### src/rtl/cva6_pma_table.sv
// Runtime-programmable physical-memory-attribute table.
//
// Each rule slot holds a base, a length and an attribute byte. Lookups are
// classified against the live table and the result is registered, giving one
// cycle of latency with a valid/ready handshake on both sides. A small register
// port reads and writes individual rule fields; every committed write produces
// a one-cycle pma_changed_o pulse so that TLBs and cache policy can be flushed.
//
// Optional build macro: PMA_TABLE_LOCK_EN
//   defined   - attr bit 7 is a sticky per-rule lock; a locked rule rejects
//               all writes until reset.
//   undefined - attr bit 7 is not stored and always reads 0.
//
// Attribute byte layout:
//   bit0 exec | bit1 cached | bit2 shared | bit3 non-idempotent | bit7 lock
//   bits 6:4 are not stored and read as 0.

module cva6_pma_table #(
  parameter int unsigned NrRules   = 8,
  parameter int unsigned AddrWidth = 64,
  parameter logic [NrRules-1:0][AddrWidth-1:0] RstBase   = '0,
  parameter logic [NrRules-1:0][AddrWidth-1:0] RstLength = '0,
  parameter logic [NrRules-1:0][7:0]           RstAttr   = '0,
  parameter int unsigned IdxW = (NrRules > 1) ? $clog2(NrRules) : 1
) (
  input  logic                 clk_i,
  input  logic                 rst_ni,
  // lookup request
  input  logic                 lkp_valid_i,
  output logic                 lkp_ready_o,
  input  logic [AddrWidth-1:0] lkp_addr_i,
  // lookup response
  output logic                 rsp_valid_o,
  input  logic                 rsp_ready_i,
  output logic [3:0]           rsp_attr_o,
  output logic                 rsp_hit_o,
  output logic [IdxW-1:0]      rsp_idx_o,
  // configuration port
  input  logic                 cfg_valid_i,
  input  logic                 cfg_we_i,
  input  logic [3:0]           cfg_idx_i,
  input  logic [1:0]           cfg_field_i,
  input  logic [AddrWidth-1:0] cfg_wdata_i,
  output logic                 cfg_rvalid_o,
  output logic [AddrWidth-1:0] cfg_rdata_o,
  output logic                 cfg_err_o,
  output logic                 pma_changed_o
);

`ifdef PMA_TABLE_LOCK_EN
  localparam logic [7:0] AttrMask = 8'h8F;
`else
  localparam logic [7:0] AttrMask = 8'h0F;
`endif

  localparam logic [1:0] FieldBase = 2'd0;
  localparam logic [1:0] FieldLen  = 2'd1;
  localparam logic [1:0] FieldAttr = 2'd2;
  localparam logic [1:0] FieldRsvd = 2'd3;

  localparam logic [4:0] NrRulesW = 5'(NrRules);

  // ---------------------------------------------------------------------------
  // Rule storage
  // ---------------------------------------------------------------------------
  logic [AddrWidth-1:0] base_q [NrRules];
  logic [AddrWidth-1:0] len_q  [NrRules];
  logic [7:0]           attr_q [NrRules];

  // ---------------------------------------------------------------------------
  // Configuration decode
  // ---------------------------------------------------------------------------
  logic [IdxW-1:0] cfg_sel;
  logic            cfg_idx_bad;
  logic            sel_locked;
  logic            cfg_err;
  logic            cfg_commit;

  assign cfg_sel     = cfg_idx_i[IdxW-1:0];
  assign cfg_idx_bad = ({1'b0, cfg_idx_i} >= NrRulesW);

`ifdef PMA_TABLE_LOCK_EN
  assign sel_locked = attr_q[cfg_sel][7];
`else
  assign sel_locked = 1'b0;
`endif

  // An out-of-range index short-circuits the error before the lock bit of a
  // non-existent slot could matter.
  assign cfg_err    = cfg_idx_bad || (cfg_field_i == FieldRsvd) ||
                      (cfg_we_i && sel_locked);
  assign cfg_commit = cfg_valid_i && cfg_we_i && !cfg_err;

  logic [AddrWidth-1:0] cfg_rdata_d;

  // Read mux: a valid, error-free read returns the selected field, all else 0.
  always_comb begin
    cfg_rdata_d = '0;
    if (cfg_valid_i && !cfg_we_i && !cfg_err) begin
      unique case (cfg_field_i)
        FieldBase: cfg_rdata_d = base_q[cfg_sel];
        FieldLen:  cfg_rdata_d = len_q[cfg_sel];
        FieldAttr: cfg_rdata_d = {{(AddrWidth-8){1'b0}}, attr_q[cfg_sel]};
        default:   cfg_rdata_d = '0;
      endcase
    end
  end

  // Rule table: reset image from parameters, updated by committed writes.
  always_ff @(posedge clk_i or negedge rst_ni) begin
    if (!rst_ni) begin
      for (int i = 0; i < NrRules; i++) begin
        base_q[i] <= RstBase[i];
        len_q[i]  <= RstLength[i];
        attr_q[i] <= RstAttr[i] & AttrMask;
      end
    end else if (cfg_commit) begin
      unique case (cfg_field_i)
        FieldBase: base_q[cfg_sel] <= cfg_wdata_i;
        FieldLen:  len_q[cfg_sel]  <= cfg_wdata_i;
        FieldAttr: attr_q[cfg_sel] <= cfg_wdata_i[7:0] & AttrMask;
        default:   ;
      endcase
    end
  end

  logic                 cfg_rvalid_q;
  logic [AddrWidth-1:0] cfg_rdata_q;
  logic                 cfg_err_q;
  logic                 pma_changed_q;

  // Config response: one-cycle strobe with data/error, plus the change pulse.
  always_ff @(posedge clk_i or negedge rst_ni) begin
    if (!rst_ni) begin
      cfg_rvalid_q  <= 1'b0;
      cfg_rdata_q   <= '0;
      cfg_err_q     <= 1'b0;
      pma_changed_q <= 1'b0;
    end else begin
      cfg_rvalid_q  <= cfg_valid_i;
      cfg_rdata_q   <= cfg_rdata_d;
      cfg_err_q     <= cfg_valid_i && cfg_err;
      pma_changed_q <= cfg_commit;
    end
  end

  assign cfg_rvalid_o  = cfg_rvalid_q;
  assign cfg_rdata_o   = cfg_rdata_q;
  assign cfg_err_o     = cfg_err_q;
  assign pma_changed_o = pma_changed_q;

  // ---------------------------------------------------------------------------
  // Address match
  // ---------------------------------------------------------------------------
  // The end address is kept one bit wider so a region reaching the top of the
  // address space carries out instead of wrapping back to zero.
  logic [NrRules-1:0] rule_match;

  for (genvar g = 0; g < NrRules; g++) begin : g_match
    logic [AddrWidth:0] limit;
    assign limit         = {1'b0, base_q[g]} + {1'b0, len_q[g]};
    assign rule_match[g] = (len_q[g] != '0) &&
                           (lkp_addr_i >= base_q[g]) &&
                           ({1'b0, lkp_addr_i} < limit);
  end

  logic            match_hit;
  logic [IdxW-1:0] match_idx;
  logic [3:0]      match_attr;

  // Priority select: iterate high to low so the lowest matching index wins.
  always_comb begin
    match_hit  = 1'b0;
    match_idx  = '0;
    match_attr = '0;
    for (int i = NrRules - 1; i >= 0; i--) begin
      if (rule_match[i]) begin
        match_hit  = 1'b1;
        match_idx  = IdxW'(i);
        match_attr = attr_q[i][3:0];
      end
    end
  end

  // ---------------------------------------------------------------------------
  // Lookup response register
  // ---------------------------------------------------------------------------
  logic            rsp_valid_q;
  logic [3:0]      rsp_attr_q;
  logic            rsp_hit_q;
  logic [IdxW-1:0] rsp_idx_q;
  logic            lkp_accept;

  assign lkp_ready_o = !rsp_valid_q || rsp_ready_i;
  assign lkp_accept  = lkp_valid_i && lkp_ready_o;

  // Capture the match on acceptance; hold while stalled; drop when drained.
  always_ff @(posedge clk_i or negedge rst_ni) begin
    if (!rst_ni) begin
      rsp_valid_q <= 1'b0;
      rsp_attr_q  <= '0;
      rsp_hit_q   <= 1'b0;
      rsp_idx_q   <= '0;
    end else if (lkp_accept) begin
      rsp_valid_q <= 1'b1;
      rsp_attr_q  <= match_attr;
      rsp_hit_q   <= match_hit;
      rsp_idx_q   <= match_idx;
    end else if (rsp_ready_i) begin
      rsp_valid_q <= 1'b0;
    end
  end

  assign rsp_valid_o = rsp_valid_q;
  assign rsp_attr_o  = rsp_attr_q;
  assign rsp_hit_o   = rsp_hit_q;
  assign rsp_idx_o   = rsp_idx_q;

endmodule

### config.mk
export PLATFORM = sky130hd
export DESIGN_NAME = cva6_pma_table
export DESIGN_NICKNAME = d
export VERILOG_FILES = /design/src/rtl/cva6_pma_table.sv
export SDC_FILE = /design/constraint.sdc
export NUM_CORES = 2
export LEC_CHECK = 0
export ABC_CLOCK_PERIOD_IN_PS = 5400
export BUFFER_PORTS_ARGS = -buffer_cell sky130_fd_sc_hd__buf_4
export CAP_MARGIN = 30
export CORE_MARGIN = 5
export CORE_UTILIZATION = 40
export DETAILED_ROUTE_END_ITERATION = 8
export PLACE_DENSITY = 0.58
export SYNTH_ARGS = -nofsm -noshare
export SYNTH_HDL_FRONTEND = slang
export SYNTH_SLANG_ARGS = --single-unit
### constraint.sdc
create_clock -name clk_i -period 5.4 [get_ports clk_i]
set_clock_uncertainty 0.2 [all_clocks]
set_input_delay 0.27 -clock clk_i [delete_from_list [all_inputs] [get_ports clk_i]]
set_output_delay 0.27 -clock clk_i [all_outputs]
set_load 0.1 [all_outputs]
==> results by stage <==
Critical path:
- The data arrival time at the worst-slack endpoint is 7640 ps.
- Of all nets on the critical path, the largest fanout is 5.
- The most numerous cell on the critical path is sky130_fd_sc_hd__buf_4.
- The number of buffers and inverters on the critical path is 7.
- The setup slack of the most critical reg-to-reg path is -1740 ps.
- In this run the critical register-to-register path is launched from len_q[459].
- The worst setup path is launched from a register.
- The worst setup path is captured at a register.
- In this run the critical register-to-register path is captured at rsp_attr_o[2].
- The number of cells on the worst reg-to-reg path is 33.
- The class of the most critical setup path is reg -> reg.
- STA puts the critical path data required time at 5900 ps.
- Among all stages on the critical path, the largest delay is contributed by sky130_fd_sc_hd__or4_4.
- The maximum cell stage delay along the critical path is 580 ps.
- The kind of cell with the highest combined delay on the critical path is compound AO/OA/AOI/OAI gates.

CTS:
- TritonCTS built the clock tree.
- In this run, CTS created clock tree buffers numbering 151.
- The buffer levels on the longest clock path is 3.
- The clock-pin slew reported for the worst setup and hold paths after clock tree synthesis is 60 ps.
- Clock tree synthesis found a total of 1,132 sinks.
- The clock root buffer is sky130_fd_sc_hd__clkbuf_16.
- The number of levels in the clock H-tree is 4.
- The clock insertion delay at the later pin of the skew report is 840 ps.

Floorplanning:
- The die covers 255,000 um2.
- The initial core utilization is 0.403.
- 217 I/O pins were placed.
- The floorplan has 181 rows.
- In this run the standard cell core region covers 244,000 um2.
- In this run the vertical extent of the chip is 505 um.
- In this run the horizontal extent of the chip is 505 um.

Timing:
- For the pin with the worst max-slew slack, the measured transition is 1110 ps.
- The max-slew violation count is 0.
- The highest clock rate is 140 MHz.
- Summed over all failing endpoints, the final setup total negative slack is -12,840 ps.
- Hold is met by 74.7 ps.
- Of the available clock period, the critical path in the final layout requires 1.32.
- The relative slew slack is 0.250.
- The total of endpoints with negative setup slack in the final report is 8.
- The number of endpoints with negative hold slack in the final report is 0.
- The time the final worst path needs with I/O delays and setup is 7140 ps.
- Setup slack on the critical path of the routed design comes to -1740 ps.
- Setup repair after global routing could not meet its margin everywhere.

Worst hold path:
- The worst hold path class is in -> reg.
- Counting instances, the worst hold path has a depth of 4.
- The startpoint of the lowest-slack hold path is cfg_idx_i[0].
- The endpoint of the worst hold path is attr_q[25].

Power:
- The power density normalized to cell area is 372 nW/um2.
- The design draws 48.3 mW.
- The analysis attributes to cell leakage a power of 67.4 nW.
- IR analysis of the VDD net gives a maximum drop of 298 uV.

Placement:
- In this run the tool buffered the top-level ports with 216 buffer cells.
- The worst-case setup slack after placement is -2490 ps.
- The estimated wirelength of the detail-placed design is 463,000 um.
- The weighted congestion reported at the end of routability-driven placement is 1.09.

Logic synthesis:
- Counting every net in the synthesized netlist gives 12,700.
- In this run, synthesis produced a sequential element count of 1,132.
- The synthesized area divided by synthesized cell count is 8.89 um2.
- Counting flops with an async set or reset pin after synthesis yields a share of 1.00.
- After synthesis, the largest family of logic cells by area is compound AO/OA/AOI/OAI gates.
- The number of standard cells after synthesis is 11,000.
- The post-synthesis instance area is 98,100 um2.
- Synthesis instantiated 95 different standard cells from the library.
- The fraction of the mapped netlist area in adder cells is 0.196.
- The number of enable flip-flop cells after synthesis is 0.
- After synthesis, the share of cell area in mux cells is 0.0626.
- Of the total synthesized cell area, the portion taken by XOR and XNOR cells is 0.0424.
- The synthesized-area fraction occupied by ao, oa, aoi and oai cells came to 0.239.
- Yosys printed 0 warnings.
- The dominant synthesized flop cell is sky130_fd_sc_hd__dfrtp_1.
- The simple-gate share of the synthesized area is 0.128.
- The share of the Yosys chip area taken by registers is 0.289.

Global routing:
- The number of global-route vias before repair was 102,000.
- The first-pass GRT wire length is 795,000 um.
- Summed over all layers, the global routing overflow is 0.
- Entering global routing, the biggest net connects 145 pins.
- The initial antenna violation count is 62.
- In the global route stage, overall resource usage came out at 0.435.

Drt:
- The pre-antenna-repair detailed-routing pass consisted of 8 iterations.
- The number of DRC markers in iteration 0 is 13,800.
- For this block, the routed nets add up to 577,000 um of wire.
- The total via count in the routed design is 106,000.
- The wire length per cell after detailed routing is 34.0 um.
- The DRC violation count after routing is 0.
- The detail route stage leaves a number of antenna-violating nets equal to 0.
- The number of vias per cell is 6.26.

Final layout:
- The fraction of layout cells with a size suffix above 1 is 0.283.
- The final net count is 15,300.
- The count of filler cells inserted in the layout is 22,800.
- The final core utilization is 0.533.
- Compared with the post-synthesis result, the final layout area differs by 32.4%.

Outcome:
- The run finished, with violations left.
- The checks that failed: negative setup slack.

Job:
- The number of maximum-capacitance violations is 0.
## cell usage in the layout, fill, tap and decap left out, types with 30 or more instances in the layout
master / n
sky130_fd_sc_hd__nand4_1: 355
sky130_fd_sc_hd__inv_1: 674
sky130_fd_sc_hd__and4_1: 32
sky130_fd_sc_hd__nand2_1: 879
sky130_fd_sc_hd__ha_1: 1514
sky130_fd_sc_hd__a22oi_1: 325
sky130_fd_sc_hd__o21ai_1: 44
sky130_fd_sc_hd__clkbuf_16: 154
sky130_fd_sc_hd__buf_12: 42
sky130_fd_sc_hd__nor4_1: 161
sky130_fd_sc_hd__a31oi_1: 88
sky130_fd_sc_hd__nand2b_1: 113
sky130_fd_sc_hd__clkbuf_8: 30
sky130_fd_sc_hd__dlygate4sd3_1: 76
sky130_fd_sc_hd__diode_2: 31
sky130_fd_sc_hd__nor2_1: 419
sky130_fd_sc_hd__o211ai_1: 65
sky130_fd_sc_hd__nand3_1: 143
sky130_fd_sc_hd__nor3_1: 85
sky130_fd_sc_hd__and3_1: 49
sky130_fd_sc_hd__a221oi_1: 108
sky130_fd_sc_hd__o21ai_0: 928
sky130_fd_sc_hd__o21bai_1: 73
sky130_fd_sc_hd__and2_1: 30
sky130_fd_sc_hd__xnor2_1: 238
sky130_fd_sc_hd__nor2b_1: 106
sky130_fd_sc_hd__xor2_1: 235
sky130_fd_sc_hd__buf_4: 2720
sky130_fd_sc_hd__o21a_1: 89
sky130_fd_sc_hd__a211oi_1: 77
sky130_fd_sc_hd__dfrtp_1: 1132
sky130_fd_sc_hd__a21oi_1: 805
sky130_fd_sc_hd__o22ai_1: 100
sky130_fd_sc_hd__a21o_1: 540
sky130_fd_sc_hd__mux2_2: 544
## power by group
group | switching, mW | internal [mW]
Combinational | 15.5 | 11.7
Sequential | 0.737 | 9.23
Clock | 4.47 | 6.69
Total | 20.7 | 27.6
## flip-flops by register name (all words and copies together), names as in the netlist
name           count
attr_q            32
cfg_err_o          1
rsp_hit_o          1
cfg_rvalid_o       1
len_q            512
pma_changed_o      1
rsp_idx_o          3
cfg_rdata_o       64
rsp_valid_o        1
rsp_attr_o         4
base_q           512
## how the worst max path moves through the flow
| stage | startpoint | end | cells after the start |
|---|---|---|---|
| after floorplan | base_q[448] | rsp_attr_o[0] | 24 |
| after global placement | len_q[192] | rsp_idx_o[1] | 33 |
| after detailed placement | len_q[192] | rsp_idx_o[2] | 33 |
| after CTS | base_q[192] | rsp_attr_o[2] | 29 |
| after global routing | base_q[386] | rsp_attr_o[2] | 30 |
| final | len_q[459] | rsp_attr_o[2] | 33 |
## kinds of logic after synthesis
family | Yosys count
muxes | 546
buffers and inverters | 1132
DFF | 1132
and+or+nand+nor | 2548
AOI/OAI and AO/OA | 3675
xor gates and xnor gates | 475
adders and majority gates | 1536
## synth_stat cells, types with 14 or more instances
cell type,count,share of area
sky130_fd_sc_hd__a311oi_1,17,0.0015
sky130_fd_sc_hd__o41ai_1,24,0.0021
sky130_fd_sc_hd__o21bai_1,79,0.0060
sky130_fd_sc_hd__a211oi_1,99,0.0076
sky130_fd_sc_hd__a41oi_1,18,0.0016
sky130_fd_sc_hd__nor4_1,182,0.012
sky130_fd_sc_hd__a2111oi_0,34,0.0030
sky130_fd_sc_hd__nor2_1,435,0.017
sky130_fd_sc_hd__o21ai_0,975,0.050
sky130_fd_sc_hd__o2111ai_1,21,0.0019
sky130_fd_sc_hd__nand3_1,147,0.0075
sky130_fd_sc_hd__xnor2_1,239,0.021
sky130_fd_sc_hd__a21o_1,540,0.041
sky130_fd_sc_hd__o21ai_1,14,0.00071
sky130_fd_sc_hd__a211o_1,28,0.0025
sky130_fd_sc_hd__a21oi_1,831,0.042
sky130_fd_sc_hd__o211ai_1,65,0.0050
sky130_fd_sc_hd__o221ai_1,24,0.0021
sky130_fd_sc_hd__mux2_2,544,0.062
sky130_fd_sc_hd__o21a_1,91,0.0070
sky130_fd_sc_hd__ha_1,1528,0.19
sky130_fd_sc_hd__a22oi_1,326,0.025
sky130_fd_sc_hd__a31o_2,15,0.0013
sky130_fd_sc_hd__clkbuf_1,425,0.016
sky130_fd_sc_hd__a21boi_0,16,0.0012
sky130_fd_sc_hd__buf_1,32,0.0012
sky130_fd_sc_hd__xor2_1,236,0.021
sky130_fd_sc_hd__o22ai_1,102,0.0065
sky130_fd_sc_hd__a221oi_1,117,0.010
sky130_fd_sc_hd__nand2_1,890,0.034
sky130_fd_sc_hd__nand4_1,355,0.023
sky130_fd_sc_hd__a31oi_1,97,0.0062
sky130_fd_sc_hd__or3_1,31,0.0020
sky130_fd_sc_hd__and3_1,50,0.0032
sky130_fd_sc_hd__a22o_1,23,0.0021
sky130_fd_sc_hd__or2_2,20,0.0013
sky130_fd_sc_hd__and2_1,32,0.0020
sky130_fd_sc_hd__dfrtp_1,1132,0.29
sky130_fd_sc_hd__nor2b_1,106,0.0068
sky130_fd_sc_hd__inv_1,674,0.026
sky130_fd_sc_hd__and4_1,32,0.0029
sky130_fd_sc_hd__o31ai_1,35,0.0027
sky130_fd_sc_hd__nor3_1,97,0.0049
sky130_fd_sc_hd__nand2b_1,114,0.0073
## worst reg2reg max path: cells and delay by family, from the launching register on
family | cells | cell delay (ps)
adders and majority gates | 2 | 490
and+or+nand+nor | 6 | 1390
DFF | 1 | 420
xor gates and xnor gates | 1 | 170
AOI/OAI and AO/OA | 17 | 3130
buffers and inverters | 7 | 1190
## per-stage QoR
step                      area, um2  instances
after CTS                    129000      16900
after floorplan               98400      11000
final                        130000      17000
after global placement       122000      16500
after detailed placement     122000      16500
after global routing         130000      16900
## layer usage
| metal | global-route usage | routed length, um | vias to the layer above |
|---|---|---|---|
| met5 | 0 | 362 | - |
| met4 | 0.263 | 45600 | 54 |
| met3 | 0.138 | 66300 | 1548 |
| met2 | 0.624 | 231000 | 5991 |
| met1 | 0.568 | 233000 | 52000 |
| li1 | - | - | 46500 |
## final cells by class
type                            count  area, um2  area share
Antenna cell                       31       77.6    0.000597
Clock buffer                      212       4370      0.0336
Clock inverter                     59        943     0.00726
Inverter                          674       2530      0.0195
Multi-Input combinational cell   8780      67300       0.518
Sequential cell                  1132      28300       0.218
Tap cell                         3202       4010      0.0308
Timing Repair Buffer             2864      22400       0.172
## repair_timing
action / CTS / global route
pin swaps: 56 / 72
cloned: 0 / 0
hold endpoints to repair: 1794 / 0
gates resized for setup: 109 / 148
endpoints found under the setup margin: 8 / 8
buffers inserted: 11 / 16
hold buffers: 77 / 0
No activity file was read; power rests on OpenSTA's default activity.
